## src/rtl/aes_pkg.sv

```systemverilog
// aes_pkg: shared types and helpers for the iterative AES core's state RAM.
//   aes_rd_mode_t   read ordering (linear / ShiftRows / InvShiftRows)
//   aes_rd_state_t  reader FSM states
//   AES_STATE_BYTES bytes in the AES state
//   aes_perm_addr   output index -> state RAM address for a given mode; the
//                   write path can reuse it to place bytes in permuted order.
package aes_pkg;

  localparam int AES_STATE_BYTES = 16;

  typedef enum logic [1:0] {
    RD_LINEAR   = 2'b00,
    RD_SHIFT    = 2'b01,
    RD_INVSHIFT = 2'b10
  } aes_rd_mode_t;

  typedef enum logic [1:0] {
    ST_IDLE,
    ST_READ,
    ST_DRAIN
  } aes_rd_state_t;

  // State is column-major: index k = 4c + r. The column index is 2 bits
  // wide, so the sum and the difference wrap mod 4 without extra masking.
  // Mode 2'b11 falls through to linear order.
  function automatic logic [3:0] aes_perm_addr(input logic [1:0] mode,
                                               input logic [3:0] idx);
    logic [1:0] c;
    logic [1:0] r;
    c = idx[3:2];
    r = idx[1:0];
    case (mode)
      RD_SHIFT:    aes_perm_addr = {2'(c + r), r};
      RD_INVSHIFT: aes_perm_addr = {2'(c - r), r};
      default:     aes_perm_addr = idx;
    endcase
  endfunction

endpackage

```

## src/rtl/aes_skid_buf.sv

```systemverilog
// aes_skid_buf: 2-entry, 8-bit FIFO between the state RAM read data and the
// output stream.
//   clk, rst_n  clock, synchronous active-low reset (clears storage too)
//   push, din   write one byte (accepted when not full, or full with pop)
//   pop, dout   dout is the head entry; pop removes it (ignored when empty)
//   full, empty, count  occupancy (0..2)
module aes_skid_buf (
  input  logic       clk,
  input  logic       rst_n,
  input  logic       push,
  input  logic [7:0] din,
  input  logic       pop,
  output logic [7:0] dout,
  output logic       full,
  output logic       empty,
  output logic [1:0] count
);

  logic [1:0][7:0] mem;
  logic            wptr;
  logic            rptr;
  logic            do_push;
  logic            do_pop;

  assign full    = (count == 2'd2);
  assign empty   = (count == 2'd0);
  assign do_pop  = pop && !empty;
  // A pop in the same cycle frees the head slot, so a full buffer can still
  // take a push; occupancy then stays the same.
  assign do_push = push && (!full || pop);
  assign dout    = mem[rptr];

  always_ff @(posedge clk) begin
    if (!rst_n) begin
      mem   <= '0;
      wptr  <= 1'b0;
      rptr  <= 1'b0;
      count <= 2'd0;
    end else begin
      if (do_push) begin
        mem[wptr] <= din;
        wptr      <= ~wptr;
      end
      if (do_pop) rptr <= ~rptr;
      case ({do_push, do_pop})
        2'b10:   count <= count + 2'd1;
        2'b01:   count <= count - 2'd1;
        default: count <= count;
      endcase
    end
  end

endmodule

```

## src/rtl/aes_state_reader.sv

```systemverilog
// aes_state_reader: read-side sequencer for the 16-byte AES state RAM.
// On start it issues 16 reads in linear / ShiftRows / InvShiftRows order,
// absorbs the RAM's one-cycle read latency and streams the bytes out on a
// valid/ready interface.
//   clk, rst_n            clock, synchronous active-low reset
//   start, mode           begin a pass (IDLE only); mode sampled at start
//   raddr, ren, rdata     state RAM read port (rdata valid cycle after ren)
//   out_byte/valid/ready  byte stream; out_last marks byte 15
//   col_data, col_valid   assembled 32-bit columns (AES_READ_COL_EN only)
//   busy, done            pass in progress / one-cycle completion pulse
// Build option: define AES_READ_COL_EN to generate the column assembler;
// otherwise col_data and col_valid are tied to zero.
module aes_state_reader
  import aes_pkg::*;
#(
  parameter int ADDR_W = 4
) (
  input  logic              clk,
  input  logic              rst_n,
  input  logic              start,
  input  logic [1:0]        mode,
  output logic [ADDR_W-1:0] raddr,
  output logic              ren,
  input  logic [7:0]        rdata,
  output logic [7:0]        out_byte,
  output logic              out_valid,
  input  logic              out_ready,
  output logic              out_last,
  output logic [31:0]       col_data,
  output logic              col_valid,
  output logic              busy,
  output logic              done
);

  localparam logic [3:0] LAST_IDX = 4'(AES_STATE_BYTES - 1);

  aes_rd_state_t state;
  logic [1:0]    mode_q;
  logic [3:0]    issue_cnt;
  logic [3:0]    out_cnt;
  logic          rvalid;     // a read was issued last cycle; data is on rdata

  logic [7:0]    buf_dout;
  logic          buf_full;
  logic          buf_empty;
  logic [1:0]    buf_count;
  logic          buf_push;
  logic          buf_pop;
  logic          credit;
  logic          xfer;

  // The returned byte counts as occupancy while it sits on rdata; never let
  // buffered plus in-flight exceed the two buffer slots.
  assign credit = (buf_count + {1'b0, rvalid}) < 2'd2;
  assign ren    = (state == ST_READ) && credit;
  assign raddr  = aes_perm_addr(mode_q, issue_cnt);

  // Fall-through: with the buffer empty the fresh RAM byte is presented
  // directly, which is what gives first valid the cycle after the first read.
  // If it is not taken it is pushed, so the presented byte never changes.
  assign out_valid = !buf_empty || rvalid;
  assign out_byte  = !buf_empty ? buf_dout : (rvalid ? rdata : 8'h00);
  assign xfer      = out_valid && out_ready;
  assign buf_pop   = !buf_empty && out_ready;
  assign buf_push  = rvalid && !(buf_empty && out_ready);
  assign out_last  = out_valid && (out_cnt == LAST_IDX);

  aes_skid_buf u_buf (
    .clk   (clk),
    .rst_n (rst_n),
    .push  (buf_push),
    .din   (rdata),
    .pop   (buf_pop),
    .dout  (buf_dout),
    .full  (buf_full),
    .empty (buf_empty),
    .count (buf_count)
  );

  always_ff @(posedge clk) begin
    if (!rst_n) begin
      state     <= ST_IDLE;
      mode_q    <= 2'b00;
      issue_cnt <= 4'd0;
      out_cnt   <= 4'd0;
      rvalid    <= 1'b0;
      busy      <= 1'b0;
      done      <= 1'b0;
    end else begin
      rvalid <= ren;
      done   <= 1'b0;
      if (ren)  issue_cnt <= issue_cnt + 4'd1;
      if (xfer) out_cnt   <= out_cnt + 4'd1;
      case (state)
        ST_IDLE: begin
          if (start) begin
            state  <= ST_READ;
            mode_q <= mode;
            busy   <= 1'b1;
          end
        end
        ST_READ: begin
          if (ren && issue_cnt == LAST_IDX) state <= ST_DRAIN;
        end
        ST_DRAIN: begin
          if (xfer && out_cnt == LAST_IDX) begin
            state <= ST_IDLE;
            busy  <= 1'b0;
            done  <= 1'b1;
          end
        end
        default: state <= ST_IDLE;
      endcase
    end
  end

`ifdef AES_READ_COL_EN
  logic [23:0] col_sh;

  // Column k is complete on the transfer of index 4k+3: the three earlier
  // bytes sit in col_sh with the oldest in the top byte.
  always_ff @(posedge clk) begin
    if (!rst_n) begin
      col_sh    <= '0;
      col_data  <= '0;
      col_valid <= 1'b0;
    end else begin
      col_valid <= 1'b0;
      if (xfer) begin
        col_sh <= {col_sh[15:0], out_byte};
        if (out_cnt[1:0] == 2'b11) begin
          col_data  <= {col_sh, out_byte};
          col_valid <= 1'b1;
        end
      end
    end
  end
`else
  assign col_data  = 32'h0;
  assign col_valid = 1'b0;
`endif

endmodule

```

## config.mk

```make
export PLATFORM = sky130hd
export DESIGN_NAME = aes_state_reader
export DESIGN_NICKNAME = d
export VERILOG_FILES = /design/src/rtl/aes_pkg.sv /design/src/rtl/aes_skid_buf.sv /design/src/rtl/aes_state_reader.sv
export SDC_FILE = /design/constraint.sdc
export NUM_CORES = 1
export LEC_CHECK = 0
export ABC_AREA = 0
export BUFFER_PORTS_ARGS = -buffer_cell sky130_fd_sc_hd__buf_2
export CORE_AREA = 2 2 69 71
export DETAILED_ROUTE_END_ITERATION = 7
export DIE_AREA = 0 0 71 73
export PLACE_DENSITY_LB_ADDON = 0.3
export SYNTH_ARGS = -nofsm -noshare
export SYNTH_HDL_FRONTEND = slang
export SYNTH_SLANG_ARGS = --single-unit
```

## constraint.sdc

```tcl
create_clock -name clk -period 1.7 [get_ports clk]
set_input_delay 0.17 -clock clk [delete_from_list [all_inputs] [get_ports clk]]
set_output_delay 0.17 -clock clk [all_outputs]
set_load 0.02 [all_outputs]
```

# Word-level counts from Yosys, hierarchy flattened
# Cells that the tools add are included.
# word_totals
register_bits,35
latchBits,0
ramBits,0
romBits,0
inputBits,14
out_inout_bits,50
wordCells,78
n_memories,0
# classes
addsub,7
mul,0
n_div,0
order_cmp,4
n_eq_ne,12
shift,0
mux,17
n_bitwise,2
n_reduce_logical,24
# op_table
cell,count
$mux W8,5
$bwmux W16,1
$logic_and A1 B1 Y1,11
$add A4 B1 Y4 const B,2
$demux W8 S1,1
$eq A2 B2 Y1 const B,4
$eq A4 B4 Y1 const B,2
$pmux W4 S2,1
$eq A2 B1 Y1 const B,3
$mux W2,3
$pmux W2 S3,1
$reduce_and A3 Y1,2
$logic_not A2 Y1,2
$lt A1 B2 Y1 const B,2
$ne A2 B2 Y1 const B,2
$pmux W2 S2,1
$reduce_and A2 Y1,2
$reduce_bool A2 Y1,2
$logic_not A1 Y1,3
$mux W1,3
$add A2 B1 Y2,1
$add A2 B1 Y2 const B,1
$add A2 B2 Y2,1
$logic_or A1 B1 Y1,2
7 further kinds,8

# Logic depth before layout (Yosys ltp)
# logic_depth
ltp_word,7
ltp_mapped,7

# Hierarchy
# From an unflattened synthesis, not the netlist that was laid out.
# unflattened
cells_unflattened,236
area_unflattened_um2,2044.5
# by_module_without_submodules
module,instances,cells_per_inst,area_per_inst_um2,seq_area_each_um2
aes_state_reader,1,144,1124.8,300.3
aes_skid_buf,1,92,919.6,400.4

# Worst setup path before layout
# Ideal clock, no wire load.
# synth_timing
kind,flip-flop to flip-flop
start,register u_buf.count[0]
end,register u_buf.count[1]
arrival_ps,1540
t_required_ps,1624
slack_ps,84
stages_incl_launch_ff,7
path_buffers,1
synth_period_minus_slack_ps,1616
cell_sequence,dfxtp_1 > buf_4 > nor2_2 > nor2b_1 > ha_1 > or3_1 > a21boi_0
# synth_between
word_cells_on_any_way,17
# synth_rtl
item,line_no,text
"start, declared",aes_skid_buf.sv:16,output logic [1:0] count
"start signal, assigned",aes_skid_buf.sv:46,2'b10: count <= count + 2'd1;
"start signal, assigned",aes_skid_buf.sv:47,2'b01: count <= count - 2'd1;
"start signal, assigned",aes_skid_buf.sv:48,default: count <= count;
$logic_not A2 Y1 *,aes_skid_buf.sv:26,assign empty = (count == 2'd0);
$logic_not A1 Y1 *,"aes_skid_buf.sv:27, aes_state_reader.sv:64",
$logic_and A1 B1 Y1,aes_state_reader.sv:64,assign buf_pop = !buf_empty && out_ready;
$logic_and A1 B1 Y1 *,aes_skid_buf.sv:27,assign do_pop = pop && !empty;
named net u_buf.do_pop,aes_skid_buf.sv:23,logic do_pop;
$eq A2 B1 Y1 / $eq A2 B2 Y1 (equally long branches),aes_skid_buf.sv:45,"case ({do_push, do_pop})"
$pmux W2 S2 / $reduce_bool A2 Y1 (equally long branches),-,
# Mark *: on every way through the listed nets, which the timed path passes. The rest lies on a longest branch.
# A chain may end at the register's enable or synchronous reset.

# Worst setup path after layout
# layout_timing
start,register issue_cnt[1]
end,output port raddr[3]
# layout_between
elab_chain_cells,2
word_cells_on_any_way,3
# layout_lines
item,line_no,text
"start, declared",aes_state_reader.sv:39,logic [3:0] issue_cnt;
"start signal, assigned",aes_state_reader.sv:92,if (ren) issue_cnt <= issue_cnt + 4'd1;
$sub A2 B2 Y2 / $add A2 B2 Y2 (equally long branches),"aes_pkg.sv:34, aes_pkg.sv:33",
$pmux W4 S2 *,aes_pkg.sv:32,case (mode)
"end, declared",aes_state_reader.sv:22,"output logic [ADDR_W-1:0] raddr,"
# Mark *: on every way between the ends. The rest lies on a longest branch, timed or not.

==> results_dict.tcl <==
set metrics [dict create \
    die_w_um 71 \
    fin_nets 278 \
    critPathArrivalTime_ps 1560 \
    dp_hpwl_mm 2.44 \
    hold_viol_final 0 \
    worst_path_most_repeated_cell "xor2_1" \
    cts_tree "done" \
    wl_per_cell_um 10.7 \
    leakage_nw 1.01 \
    ys_seq_elements 35 \
    synth.distinct_cells 37 \
    critPathSlowestCell "dfxtp_2" \
    crit_fanout 2 \
    yosysTopAreaCellShare_pct 35.5 \
    drive_gt1_share_pct 23.8 \
    rows 25 \
    cts_buffers 5 \
    route.detailed.drc 0 \
    via_per_inst 4.70 \
    cts_sinks 35 \
    grt_pass1_vias 1189 \
    fmaxAchievable_mhz 578 \
    gr-total-overflow 0 \
    synthCells 226 \
    setup_viol 1 \
    ios 64 \
    synth-async-reset-ratio_pct 0 \
    wl_met3_um 131 \
    cp_data_required_time_ps 1530 \
    yosysWarnings 0 \
    hold_ws_ps 143 \
    hp-class "in -> reg" \
    post_cts_buffers 0 \
    ant_nets 0 \
    path_cells "ha_4 -> mux2i_2 -> xor2_1 -> nor2_1 -> xor2_1 -> buf_4" \
    ys_seq_area_share_pct 35.5 \
    setup_tns_ps -30.3 \
    clock_power_share_pct 27.0 \
    status "finished, violations left" \
    pre_cts_ws_ps 103 \
    peakVddDrop_mv 0.441 \
    synth-edff-count 0 \
    cap_viol_max_count 0 \
    power_mw 2.14 \
    gp_congestion 0.763 \
    synthFlopType "dfxtp_1" \
    routed_wirelength_mm 3.37 \
    synthesis.area_um2 1970 \
    grt_max_degree 28 \
    fp.dieH_um 73 \
    yosysTopAreaCell "dfxtp_1" \
    violations "setup timing" \
    power.share.combinational_pct 29.4 \
    fillCellCount 469 \
    rsz0062_at_grt "yes" \
    swShare_pct 33.6 \
    internal-power_mw 1.42 \
    p_per_area_nw_per_um2 972 \
    min_to "mode_q[0]" \
    htreeDepth 2 \
    whs_path_depth 3 \
    cts_root_buffer "clkbuf_8" \
    grt_pass1_wl_mm 5.40 \
    startpoint_type "flip-flop" \
    path_clk_slew_ps 70 \
    ctsHoldBuffers 0 \
    hold_start "mode[0]" \
    period_share_pct 102 \
    cts_buffer_depth 2 \
    drtIter0Drc 52 \
    dr_total_vias 1476 \
    antenna_found_initial 0 \
    final_cell_area_um2 2200 \
    dieArea_um2 5180 \
    synth_area_leaders "dfxtp_1 36%, buf_4 14%, mux2i_1 11%" \
    report.final.slew_viol_count 0 \
    portBuffers 30 \
    timing.rr.end "u_buf.count[1]" \
    start_util_pct 43.5 \
    fin_ws_ps -30.3 \
    criticalPathCategory "reg -> out" \
    wl_met2_mm 1.66 \
    cp_slowest_stage_delay_ps 340 \
    clk_latency_ps 280 \
    r2r-start "u_buf.count[1]" \
    reg2regPathDepth 5 \
    pwr-share-seq_pct 43.6 \
    final.min_clock_period_ps 1730 \
    avgSynthCellArea_um2 8.73 \
    top_layer "met4" \
    drt-met1-wl_mm 1.55 \
    r2r_slack_ps 140 \
    skew_ps 6.46 \
    crit_path_end_kind "output port" \
    antenna_cells 0 \
    place_area_um2 2070 \
    area_growth_syn_to_layout_pct 11.6 \
    grt_usage_pct 13.2 \
    switchingPower_mw 0.718 \
    core_um2 4540 \
    drt_first_pass_iters 4 \
]
[synth_stat cells (3+ instances only)]
library cell	instances
mux2i_1	21
clkbuf_1	6
o21ai_0	19
and2_1	8
ha_1	5
dfxtp_1	35
nor2b_1	4
buf_4	36
nand2_1	25
nor2_1	6
xor2_1	4
xnor2_1	5
nand2b_1	3
buf_2	3
nand3_1	19
[per-layer routing]
metal	GRT usage (%)	up-vias
met4	4.40	0
li1	-	756
met2	20.6	37
met3	4.28	5
met1	17.4	678
met5	0	-
[cell families after synthesis]
kind of cell               synth area share (%)
and+or+nand+nor                            18.9
buffers and inverters                      17.1
DFF                                        35.5
AOI/OAI and AO/OA                          9.58
muxes                                      10.7
xor gates and xnor gates                   4.82
adders and majority gates                  3.17
other                                     0.190
[what timing repair did]
item | CTS | global route
endpoints found under the setup margin | 2 | 2
pin swaps | 4 | 2
resized for setup | 11 | 1
[worst max-delay path, delay by kind of cell, from the launching register on]
| kind | cells | cell delay (ps) |
|---|---|---|
| flip-flops | 1 | 340 |
| XOR/XNOR | 2 | 300 |
| adder cells (fa/ha/maj) | 1 | 240 |
| multiplexers | 1 | 170 |
| buffers and inverters | 1 | 160 |
| AND/OR/NAND/NOR | 1 | 70 |
[sequential cells by signal (all words and copies together), names as in the netlist]
register and cells:
u_buf.count 2, rvalid 1, issue_cnt 4, u_buf.rptr 1, state 2, done 1, mode_q 2, u_buf.mem 16
u_buf.wptr 1, out_cnt 4, busy 1
[power by group through the flow]
stage	clock, mW	sequential (mW)	combinational [mW]
2_1_floorplan	0	0.921	0.545
3_3_place_gp	0	0.942	0.606
3_5_place_dp	0	0.942	0.615
4_1_cts	0.593	0.932	0.636
5_1_grt	0.628	0.940	0.693
6_report	0.578	0.932	0.629
[cells in the final DEF (no fill, tap or decap), types with 3 or more instances in the layout]
| cell | synthesis | final |
|---|---|---|
| and2_1 | 8 | 8 |
| mux2i_1 | 21 | 20 |
| conb_1 | 1 | 33 |
| clkbuf_8 | 0 | 5 |
| nor2_1 | 6 | 6 |
| o21ai_0 | 19 | 19 |
| nand2b_1 | 3 | 3 |
| xor2_1 | 4 | 4 |
| xnor2_1 | 5 | 5 |
| nand2_1 | 25 | 25 |
| buf_4 | 36 | 11 |
| buf_2 | 3 | 29 |
| dfxtp_2 | 0 | 5 |
| ha_1 | 5 | 3 |
| dfxtp_1 | 35 | 30 |
| nor2b_1 | 4 | 4 |
| nand3_1 | 19 | 19 |
[cell type report]
| type | instances | area (um^2) | share of cell area [%] |
|---|---|---|---|
| repair buffers | 41 | 248 | 11.3 |
| multi-input cells | 174 | 1090 | 49.5 |
| well taps | 54 | 67.6 | 3.07 |
| flip-flops and latches | 35 | 707 | 32.1 |
| clock buffers | 7 | 76.3 | 3.47 |
| inverters | 2 | 7.51 | 0.341 |
| clock inverters | 1 | 5.00 | 0.227 |
[worst max path at each step]
stage / from / to / slack [ps] / cells past startpoint
6_report: issue_cnt[1] / raddr[3] / -30 / 6
5_1_grt: mode_q[0] / raddr[3] / -110 / 7
4_1_cts: issue_cnt[1] / raddr[3] / -50 / 6
3_5_place_dp: u_buf.count[0] / u_buf.count[1] / 100 / 5
3_3_place_gp: u_buf.count[0] / u_buf.count[1] / 140 / 5
2_1_floorplan: u_buf.count[0] / u_buf.count[1] / 80 / 6
[stage by stage]
step           std cells  util, %
2_1_floorplan        258        -
3_3_place_gp         306     45.7
3_5_place_dp         306     45.7
4_1_cts              314     48.5
5_1_grt              314     48.5
6_report             314     48.5
Power figures use the tool's default switching activity.
